==> config.mk <==
export PLATFORM = sky130hd
export DESIGN_NAME = dm_access_ctrl_flat
export DESIGN_NICKNAME = d
export VERILOG_FILES = /design/src/rtl/dm_access_ctrl_if.sv /design/src/rtl/dm_access_ctrl.sv /design/src/flat_wrapper.sv
export SDC_FILE = /design/constraint.sdc
export NUM_CORES = 1
export LEC_CHECK = 0
export BUFFER_PORTS_ARGS = -buffer_cell sky130_fd_sc_hd__clkbuf_2
export CAP_MARGIN = 25
export CORE_MARGIN = 10
export CORE_UTILIZATION = 45
export DETAILED_ROUTE_END_ITERATION = 6
export HOLD_SLACK_MARGIN = 0.15
export PLACE_DENSITY_LB_ADDON = 0.15
export SYNTH_ARGS = -nofsm -noshare
export SYNTH_HDL_FRONTEND = slang
export SYNTH_SLANG_ARGS = --single-unit
==> constraint.sdc <==
create_clock -name clk -period 2.6 [get_ports clk]
set_clock_uncertainty 0.2 [all_clocks]
set_input_delay 0.26 -clock clk [delete_from_list [all_inputs] [get_ports clk]]
set_output_delay 0.26 -clock clk [all_outputs]
set_load 0.02 [all_outputs]
==> src/rtl/dm_access_ctrl_if.sv <==
// Pipeline-side request/response bus of the data-memory access controller.
// The pipeline drives the master modport; the controller uses the slave modport.
interface dm_access_ctrl_if;
    logic        req;
    logic        wr;
    logic [1:0]  size;
    logic        uns;
    logic [31:0] vaddr;
    logic [31:0] wdata;
    logic        ready;
    logic        done;
    logic [31:0] rdata;
    logic        adel;
    logic        ades;
    logic [31:0] badvaddr;

    modport master (
        output req, wr, size, uns, vaddr, wdata,
        input  ready, done, rdata, adel, ades, badvaddr
    );

    modport slave (
        input  req, wr, size, uns, vaddr, wdata,
        output ready, done, rdata, adel, ades, badvaddr
    );
endinterface

==> src/rtl/dm_access_ctrl.sv <==
// Data-memory access controller: one request at a time, byte/half/word loads and
// stores with lane enables, load extension and address-error reporting.
module dm_access_ctrl (
    input  logic               clk,
    input  logic               rst,
    dm_access_ctrl_if.slave    pipe,
    output logic [9:0]         addr,
    output logic [3:0]         be,
    output logic [31:0]        din,
    output logic               DMWr,
    input  logic [31:0]        dout
);

    typedef enum logic [1:0] {
        IDLE   = 2'd0,
        ACCESS = 2'd1,
        RESP   = 2'd2,
        FAULT  = 2'd3
    } state_t;

    state_t      state_r;
    state_t      state_next_s;
    logic        accept_s;

    logic        wr_r;
    logic [1:0]  size_r;
    logic        uns_r;
    logic [1:0]  off_r;
    logic        ready_r;
    logic        done_r;
    logic        adel_r;
    logic        ades_r;
    logic [31:0] rdata_r;
    logic [31:0] badvaddr_r;
    logic [9:0]  addr_r;
    logic [3:0]  be_r;
    logic [31:0] din_r;
    logic        wr_access_r;

    function automatic logic is_aligned(input logic [1:0] sz, input logic [1:0] off);
        logic ok;
        case (sz)
            2'b00:   ok = 1'b1;
            2'b01:   ok = ~off[0];
            2'b10:   ok = (off == 2'b00);
            default: ok = 1'b0;
        endcase
        return ok;
    endfunction

    function automatic logic [3:0] lane_enables(input logic [1:0] sz, input logic [1:0] off);
        logic [3:0] lanes;
        case (sz)
            2'b00:   lanes = 4'b0001 << off;
            2'b01:   lanes = off[1] ? 4'b1100 : 4'b0011;
            2'b10:   lanes = 4'b1111;
            default: lanes = 4'b0000;
        endcase
        return lanes;
    endfunction

    function automatic logic [31:0] extract_load(input logic [31:0] word, input logic [1:0] sz,
                                                 input logic [1:0] off, input logic zext);
        logic [7:0]  b;
        logic [15:0] h;
        logic [31:0] r;
        b = word[{off, 3'b000} +: 8];
        h = off[1] ? word[31:16] : word[15:0];
        case (sz)
            2'b00:   r = zext ? {24'h000000, b} : {{24{b[7]}}, b};
            2'b01:   r = zext ? {16'h0000, h} : {{16{h[15]}}, h};
            default: r = word;
        endcase
        return r;
    endfunction

    // Next-state decode; misaligned or illegal-size requests divert to FAULT.
    always_comb begin
        state_next_s = state_r;
        accept_s     = 1'b0;
        case (state_r)
            IDLE: begin
                if (pipe.req) begin
                    accept_s     = 1'b1;
                    state_next_s = is_aligned(pipe.size, pipe.vaddr[1:0]) ? ACCESS : FAULT;
                end else begin
                    state_next_s = IDLE;
                end
            end
            ACCESS:  state_next_s = RESP;
            RESP:    state_next_s = IDLE;
            FAULT:   state_next_s = IDLE;
            default: state_next_s = IDLE;
        endcase
    end

    // State, request latches and registered outputs decoded from the next state.
    always_ff @(posedge clk) begin
        if (rst) begin
            state_r     <= IDLE;
            wr_r        <= 1'b0;
            size_r      <= 2'b00;
            uns_r       <= 1'b0;
            off_r       <= 2'b00;
            ready_r     <= 1'b1;
            done_r      <= 1'b0;
            adel_r      <= 1'b0;
            ades_r      <= 1'b0;
            rdata_r     <= 32'h0000_0000;
            badvaddr_r  <= 32'h0000_0000;
            addr_r      <= 10'd0;
            be_r        <= 4'b0000;
            din_r       <= 32'h0000_0000;
            wr_access_r <= 1'b0;
        end else begin
            state_r <= state_next_s;
            ready_r <= (state_next_s == IDLE);
            done_r  <= (state_next_s == RESP);
            adel_r  <= (state_next_s == FAULT) & ~pipe.wr;
            ades_r  <= (state_next_s == FAULT) & pipe.wr;
            if (accept_s) begin
                wr_r   <= pipe.wr;
                size_r <= pipe.size;
                uns_r  <= pipe.uns;
                off_r  <= pipe.vaddr[1:0];
            end
            // Memory-side bus is live only for the single ACCESS cycle.
            if (state_next_s == ACCESS) begin
                addr_r      <= pipe.vaddr[11:2];
                be_r        <= lane_enables(pipe.size, pipe.vaddr[1:0]);
                din_r       <= pipe.wdata;
                wr_access_r <= pipe.wr;
            end else begin
                addr_r      <= 10'd0;
                be_r        <= 4'b0000;
                din_r       <= 32'h0000_0000;
                wr_access_r <= 1'b0;
            end
            if (state_next_s == FAULT) begin
                badvaddr_r <= pipe.vaddr;
            end
            if (state_r == ACCESS) begin
                rdata_r <= wr_r ? 32'h0000_0000 : extract_load(dout, size_r, off_r, uns_r);
            end
        end
    end

    // Reset gates the strobe in the same cycle so an aborted store never lands.
    assign DMWr          = wr_access_r & ~rst;
    assign addr          = addr_r;
    assign be            = be_r;
    assign din           = din_r;
    assign pipe.ready    = ready_r;
    assign pipe.done     = done_r;
    assign pipe.rdata    = rdata_r;
    assign pipe.adel     = adel_r;
    assign pipe.ades     = ades_r;
    assign pipe.badvaddr = badvaddr_r;

endmodule

==> src/flat_wrapper.sv <==
// flat-port wrapper written by rule: the top's interface ports become plain ports
module dm_access_ctrl_flat 
  (clk, rst, addr, be, din, DMWr, dout, pipe_req, pipe_wr, pipe_size, pipe_uns, pipe_vaddr, pipe_wdata, pipe_ready, pipe_done, pipe_rdata, pipe_adel, pipe_ades, pipe_badvaddr);
  dm_access_ctrl_if pipe_i ();
  input  logic clk;
  input  logic rst;
  output logic [9:0] addr;
  output logic [3:0] be;
  output logic [31:0] din;
  output logic DMWr;
  input  logic [31:0] dout;
  input wire logic [$bits(pipe_i.req)-1:0] pipe_req;
  input wire logic [$bits(pipe_i.wr)-1:0] pipe_wr;
  input wire logic [$bits(pipe_i.size)-1:0] pipe_size;
  input wire logic [$bits(pipe_i.uns)-1:0] pipe_uns;
  input wire logic [$bits(pipe_i.vaddr)-1:0] pipe_vaddr;
  input wire logic [$bits(pipe_i.wdata)-1:0] pipe_wdata;
  output wire logic [$bits(pipe_i.ready)-1:0] pipe_ready;
  output wire logic [$bits(pipe_i.done)-1:0] pipe_done;
  output wire logic [$bits(pipe_i.rdata)-1:0] pipe_rdata;
  output wire logic [$bits(pipe_i.adel)-1:0] pipe_adel;
  output wire logic [$bits(pipe_i.ades)-1:0] pipe_ades;
  output wire logic [$bits(pipe_i.badvaddr)-1:0] pipe_badvaddr;
  assign pipe_i.req = pipe_req;
  assign pipe_i.wr = pipe_wr;
  assign pipe_i.size = pipe_size;
  assign pipe_i.uns = pipe_uns;
  assign pipe_i.vaddr = pipe_vaddr;
  assign pipe_i.wdata = pipe_wdata;
  assign pipe_ready = pipe_i.ready;
  assign pipe_done = pipe_i.done;
  assign pipe_rdata = pipe_i.rdata;
  assign pipe_adel = pipe_i.adel;
  assign pipe_ades = pipe_i.ades;
  assign pipe_badvaddr = pipe_i.badvaddr;
  dm_access_ctrl u_core (.clk(clk), .rst(rst), .pipe(pipe_i), .addr(addr), .be(be), .din(din), .DMWr(DMWr), .dout(dout));
endmodule
# After elaboration in Yosys (flattened, before gate mapping)
# Cells that the tools add are included.
# classes
addsub	0
multipliers	0
div	0
n_lt_le_gt_ge	0
eq_ne	9
shifts	2
mux	15
bitwise	7
n_reduce_logical	7
# op_table
cell	count
32-bit 2-to-1 mux	3
32-bit case mux with 2 select lines	1
32-bit by 6-bit variable part select with 8-bit output	1
16-bit 2-to-1 mux	1
4-bit case mux with 3 select lines	1
2-bit equality test (second input constant)	5
2-bit zero test	5
2-bit by 1-bit equality test with 1-bit output (second input constant)	4
2-bit case mux with 3 select lines	1
1-bit 2-to-1 mux	4
2-bit 2-to-1 mux	2
4-bit 2-to-1 mux	1
1-bit NOT	4
2-bit OR reduction	2
1-bit by 2-bit << shifter with 4-bit output (first input constant)	1
1-bit AND	3
1-bit case mux with 3 select lines	1
# totals
reg_bits	123
latchBits	0
mem_bits_rw	0
mem_bits_ro	0
in_bits	103
wordCells	55
n_memories	0

# Depth between registers and ports, before layout
# logic_depth
word_depth	10
ltp_mapped	7
mapped_depth_nobuf	4

# Least setup slack after synthesis
# No wires, ideal clock.
# synth_path
kind	register to register
start	register u_core.size_r[0]
end	register u_core.rdata_r[29] (netlist: u_core.pipe.rdata[29])
setup_time_ps	58
arrival_time_ps	1654
path_slack_ps	688
stages_incl_launch_ff	6
path_cell_list	dfxtp_1 -> or3_1 -> or2_1 -> a2111oi_4 -> buf_6 -> a221o_2
# synth_via
elab_chain_len	3
elab_cells_between_ends	4
# synth_rtl
item	line_no	rtl
from (decl)	dm_access_ctrl.sv:26	logic [1:0] size_r;
from (signal assigned)	dm_access_ctrl.sv:123	size_r <= pipe.size;
2-bit by 1-bit equality test with 1-bit output or 2-bit zero test (tied branches)	dm_access_ctrl.sv:69	case (sz)
32-bit case mux with 2 select lines *	dm_access_ctrl.sv:69	
32-bit 2-to-1 mux *	dm_access_ctrl.sv:143	rdata_r <= wr_r ? 32'h0000_0000 : extract_load(dout, size_r, off_r, uns_r);
to (signal assigned)	dm_access_ctrl.sv:143	
to (decl)	dm_access_ctrl.sv:33	logic [31:0] rdata_r;
# Mark *: on every way between the ends. The rest lies on a longest branch, timed or not.
# A chain may end at the register's enable or synchronous reset.

# Worst setup path in the final report
# layout_path
start	input pipe_req
end	register u_core.badvaddr_r[18] (netlist: u_core.pipe.badvaddr[18])
# layout_via
elab_chain_len	3
# layout_rtl
item	line_no	rtl
from (decl)	flat_wrapper.sv:12	input wire logic [$bits(pipe_i.req)-1:0] pipe_req;
2-bit 2-to-1 mux	dm_access_ctrl.sv:83	if (pipe.req) begin
2-bit case mux with 3 select lines	dm_access_ctrl.sv:81	case (state_r)
2-bit equality test	dm_access_ctrl.sv:139	if (state_next_s == FAULT) begin
to (signal assigned)	dm_access_ctrl.sv:140	badvaddr_r <= pipe.vaddr;
to (decl)	dm_access_ctrl.sv:34	logic [31:0] badvaddr_r;
# Every way passes these cells.

==> flow_metrics.tcl <==
set metrics [dict create \
    status "finished clean" \
    maxSlewHeadroom 0.489 \
    grt_pass1_vias 5007 \
    cp-start-kind "input pin" \
    m1WireLength_um 6160 \
    drt_first_pass_iters 5 \
    cts_tree "built" \
    hpwl_um 10400 \
    cts-root-buf "clkbuf_8" \
    dieArea_mm2 0.0139 \
    grt.overflow.total 0 \
    yosysWarnings 0 \
    die_h_um 118 \
    synth_ff_type "dfxtp_1" \
    async_reset_ff_frac 0 \
    drtAntennaViolNets 0 \
    grt_usage 0.232 \
    detail_route.iter0.violations 346 \
    p_leak_nw 3.43 \
    wl_per_cell_um 17.8 \
    avgViaCountPerCell 5.06 \
    p_comb_frac 0.145 \
    finalMaxSlewViolations 0 \
    initial_utilization 0.463 \
    hold_path.class "in2reg" \
    ios 218 \
    maxUsedRoutingLayer "met4" \
    routed-via-count 4699 \
    cts.clk_slew.worst_paths_ns 0.06 \
    place_inst 770 \
    core_area_mm2 0.00928 \
    fin_setup_tns_ns 0 \
    syn_area_per_cell_um2 9.72 \
    synth-seq-area-share 0.573 \
    finalSetupViolations 0 \
    wl_met3_um 1520 \
    cap_viol_max_count 0 \
    drive_gt1_frac 0.361 \
    finalHoldViolations 0 \
    hold-worst-slack_ns 0.206 \
    io_buffers 217 \
    syn-num-nets 545 \
    cellPowerDensity_mw_per_mm2 671 \
    post-route-period-util 0.982 \
    nets 888 \
    tightest_slew_ns 0.764 \
    ys_ff_latch 123 \
    clk_latency_ns 0.50 \
    die_w_um 118 \
    synth_edf_count 0 \
    ff2ff_setup_slack_ns 0.09 \
    grt_max_degree 46 \
    swShare 0.270 \
    dr_wl_met2_um 8300 \
    wl_um 16500 \
    cts_sinks 123 \
    drc 0 \
    period_needed_ns 2.55 \
    vdd_drop_max_mv 0.544 \
    synth.distinct_cells 35 \
    max_freq_mhz 392 \
    grt_antenna_before_repair 2 \
    area_delta_synth_final_pct 71.0 \
    pwr-share-seq 0.410 \
    cts_htree_levels 4 \
    std_cell_rows 35 \
    hold_path_depth 4 \
    synthCells 442 \
    grt_pass1_wl_um 26500 \
    p_int_w 0.00360 \
    clock_path_buffers 2 \
    clockPowerShare 0.445 \
    cts_buffers 17 \
    syn-cell-area_mm2 0.00430 \
    worstSetupPathType "in2reg" \
    worstPathArrival_ns 2.75 \
    postCtsSetupRepairBufs 0 \
    rsz0062_at_grt "false" \
    total_power_w 0.00493 \
    stdcell_count 929 \
    r2r_cells 6 \
    worstPathRequired_ns 2.79 \
    gp_congestion 0.796 \
    switchingPower_w 0.00133 \
    cp-end-kind "flip-flop" \
    path_max_fanout 22 \
]
layout by cell type (no fill, tap or decap), types with 2 or more instances in the layout:
cell,n
and2_1,43
nor3_1,3
nor2b_1,3
o21a_1,2
o21ai_0,10
nor2_1,12
clkbuf_16,16
nand2_1,76
nor3_4,2
inv_6,6
a32oi_1,7
a21oi_1,57
a21oi_2,3
clkbuf_2,217
a221o_1,14
diode_2,2
mux2_2,8
clkinvlp_4,4
buf_4,12
dfxtp_1,123
a22o_1,8
dlygate4sd3_1,124
inv_1,11
nand2b_1,3
nor3b_1,2
a221o_2,10
flip-flops by register name, indices dropped and copies added (netlist names):
| signal | cells |
|---|---|
| u_core.pipe.ades | 1 |
| u_core.pipe.badvaddr | 32 |
| u_core.wr_r | 1 |
| u_core.off_r | 2 |
| u_core.pipe.done | 1 |
| u_core.din | 32 |
| u_core.pipe.rdata | 32 |
| u_core.addr | 10 |
| u_core.be | 4 |
| u_core.state_r | 2 |
| u_core.pipe.adel | 1 |
| u_core.uns_r | 1 |
| u_core.pipe.ready | 1 |
| u_core.wr_access_r | 1 |
| u_core.size_r | 2 |
cells by family (layout without fill, tap and decap cells):
kind of cell / Yosys count / count (layout) / share of synthesized area
simple gates: 154 / 154 / 0.177
compound gates: 115 / 115 / 0.186
mux: 9 / 9 / 0.0233
other cells: 0 / 2 / 0
flops: 123 / 123 / 0.573
buf+inv: 41 / 397 / 0.0405
cell usage after synthesis, types with 4 or more instances:
cell | number | area (um2)
o21ai_0 | 10 | 50.1
mux2_2 | 8 | 90.1
a22o_1 | 8 | 70.1
buf_1 | 4 | 15.0
and2_1 | 43 | 269
nor2_1 | 13 | 48.8
a32oi_1 | 7 | 61.3
a21oi_1 | 60 | 300
a221o_1 | 14 | 140
inv_1 | 11 | 41.3
nand2_1 | 76 | 285
buf_2 | 10 | 50.1
clkbuf_1 | 15 | 56.3
dfxtp_1 | 123 | 2460
a221o_2 | 10 | 113
final timing paths:
check                              to                     from
min                      u_core.be[2]            pipe_vaddr[1]
max reg2reg  u_core.pipe.badvaddr[18]        u_core.state_r[0]
max          u_core.pipe.badvaddr[18]                 pipe_req
min reg2reg   u_core.pipe.badvaddr[2]  u_core.pipe.badvaddr[2]
timing repair:
item / in CTS / in global routing
setup endpoints to repair: 0 / 19
hold buffers: 124 / 0
endpoints found under the hold margin: 122 / 0
gates resized for setup: 0 / 6
per-stage QoR:
stage	instance area [um2]	setup WS, ns	util
6_report	7350	0.0480	0.791
5_1_grt	7350	0.000957	0.791
4_1_cts	7310	0.000694	0.788
3_5_place_dp	5520	0.496	0.594
3_3_place_gp	5520	0.550	0.594
2_1_floorplan	4300	0.688	-
power groups by stage:
stage	sequential [W]	combinational, W	clock, W
after CTS	0.00202	0.000693	0.00223
after global placement	0.00205	0.000536	0
after global routing	0.00203	0.000773	0.00231
after floorplan	0.00215	0.000218	0
final	0.00202	0.000714	0.00219
after detailed placement	0.00206	0.000544	0
worst max-delay path, stage by stage:
cell,delay (ns)
dlygate4sd3_1,0.55
clkbuf_2,0.14
or3b_1,0.36
or3_4,0.42
buf_4,0.24
nand2_1,0.10
a21oi_1,0.07
dlygate4sd3_1,0.60
final cells by class:
type | count | area, um2
flip-flops and latches | 123 | 2460
repair buffers | 354 | 2430
fillers | 627 | 1940
multi-input cells | 278 | 1690
clock buffers | 18 | 418
well taps | 129 | 161
clock inverters | 14 | 138
inverters | 11 | 41.3
diodes | 2 | 5.00
routing by layer:
layer | GRT usage | up-vias
li1 | - | 2225
met1 | 0.238 | 2192
met2 | 0.412 | 245
met3 | 0.0930 | 37
met4 | 0.0904 | 0
met5 | 0 | -
(Power assumes the default switching activity.)
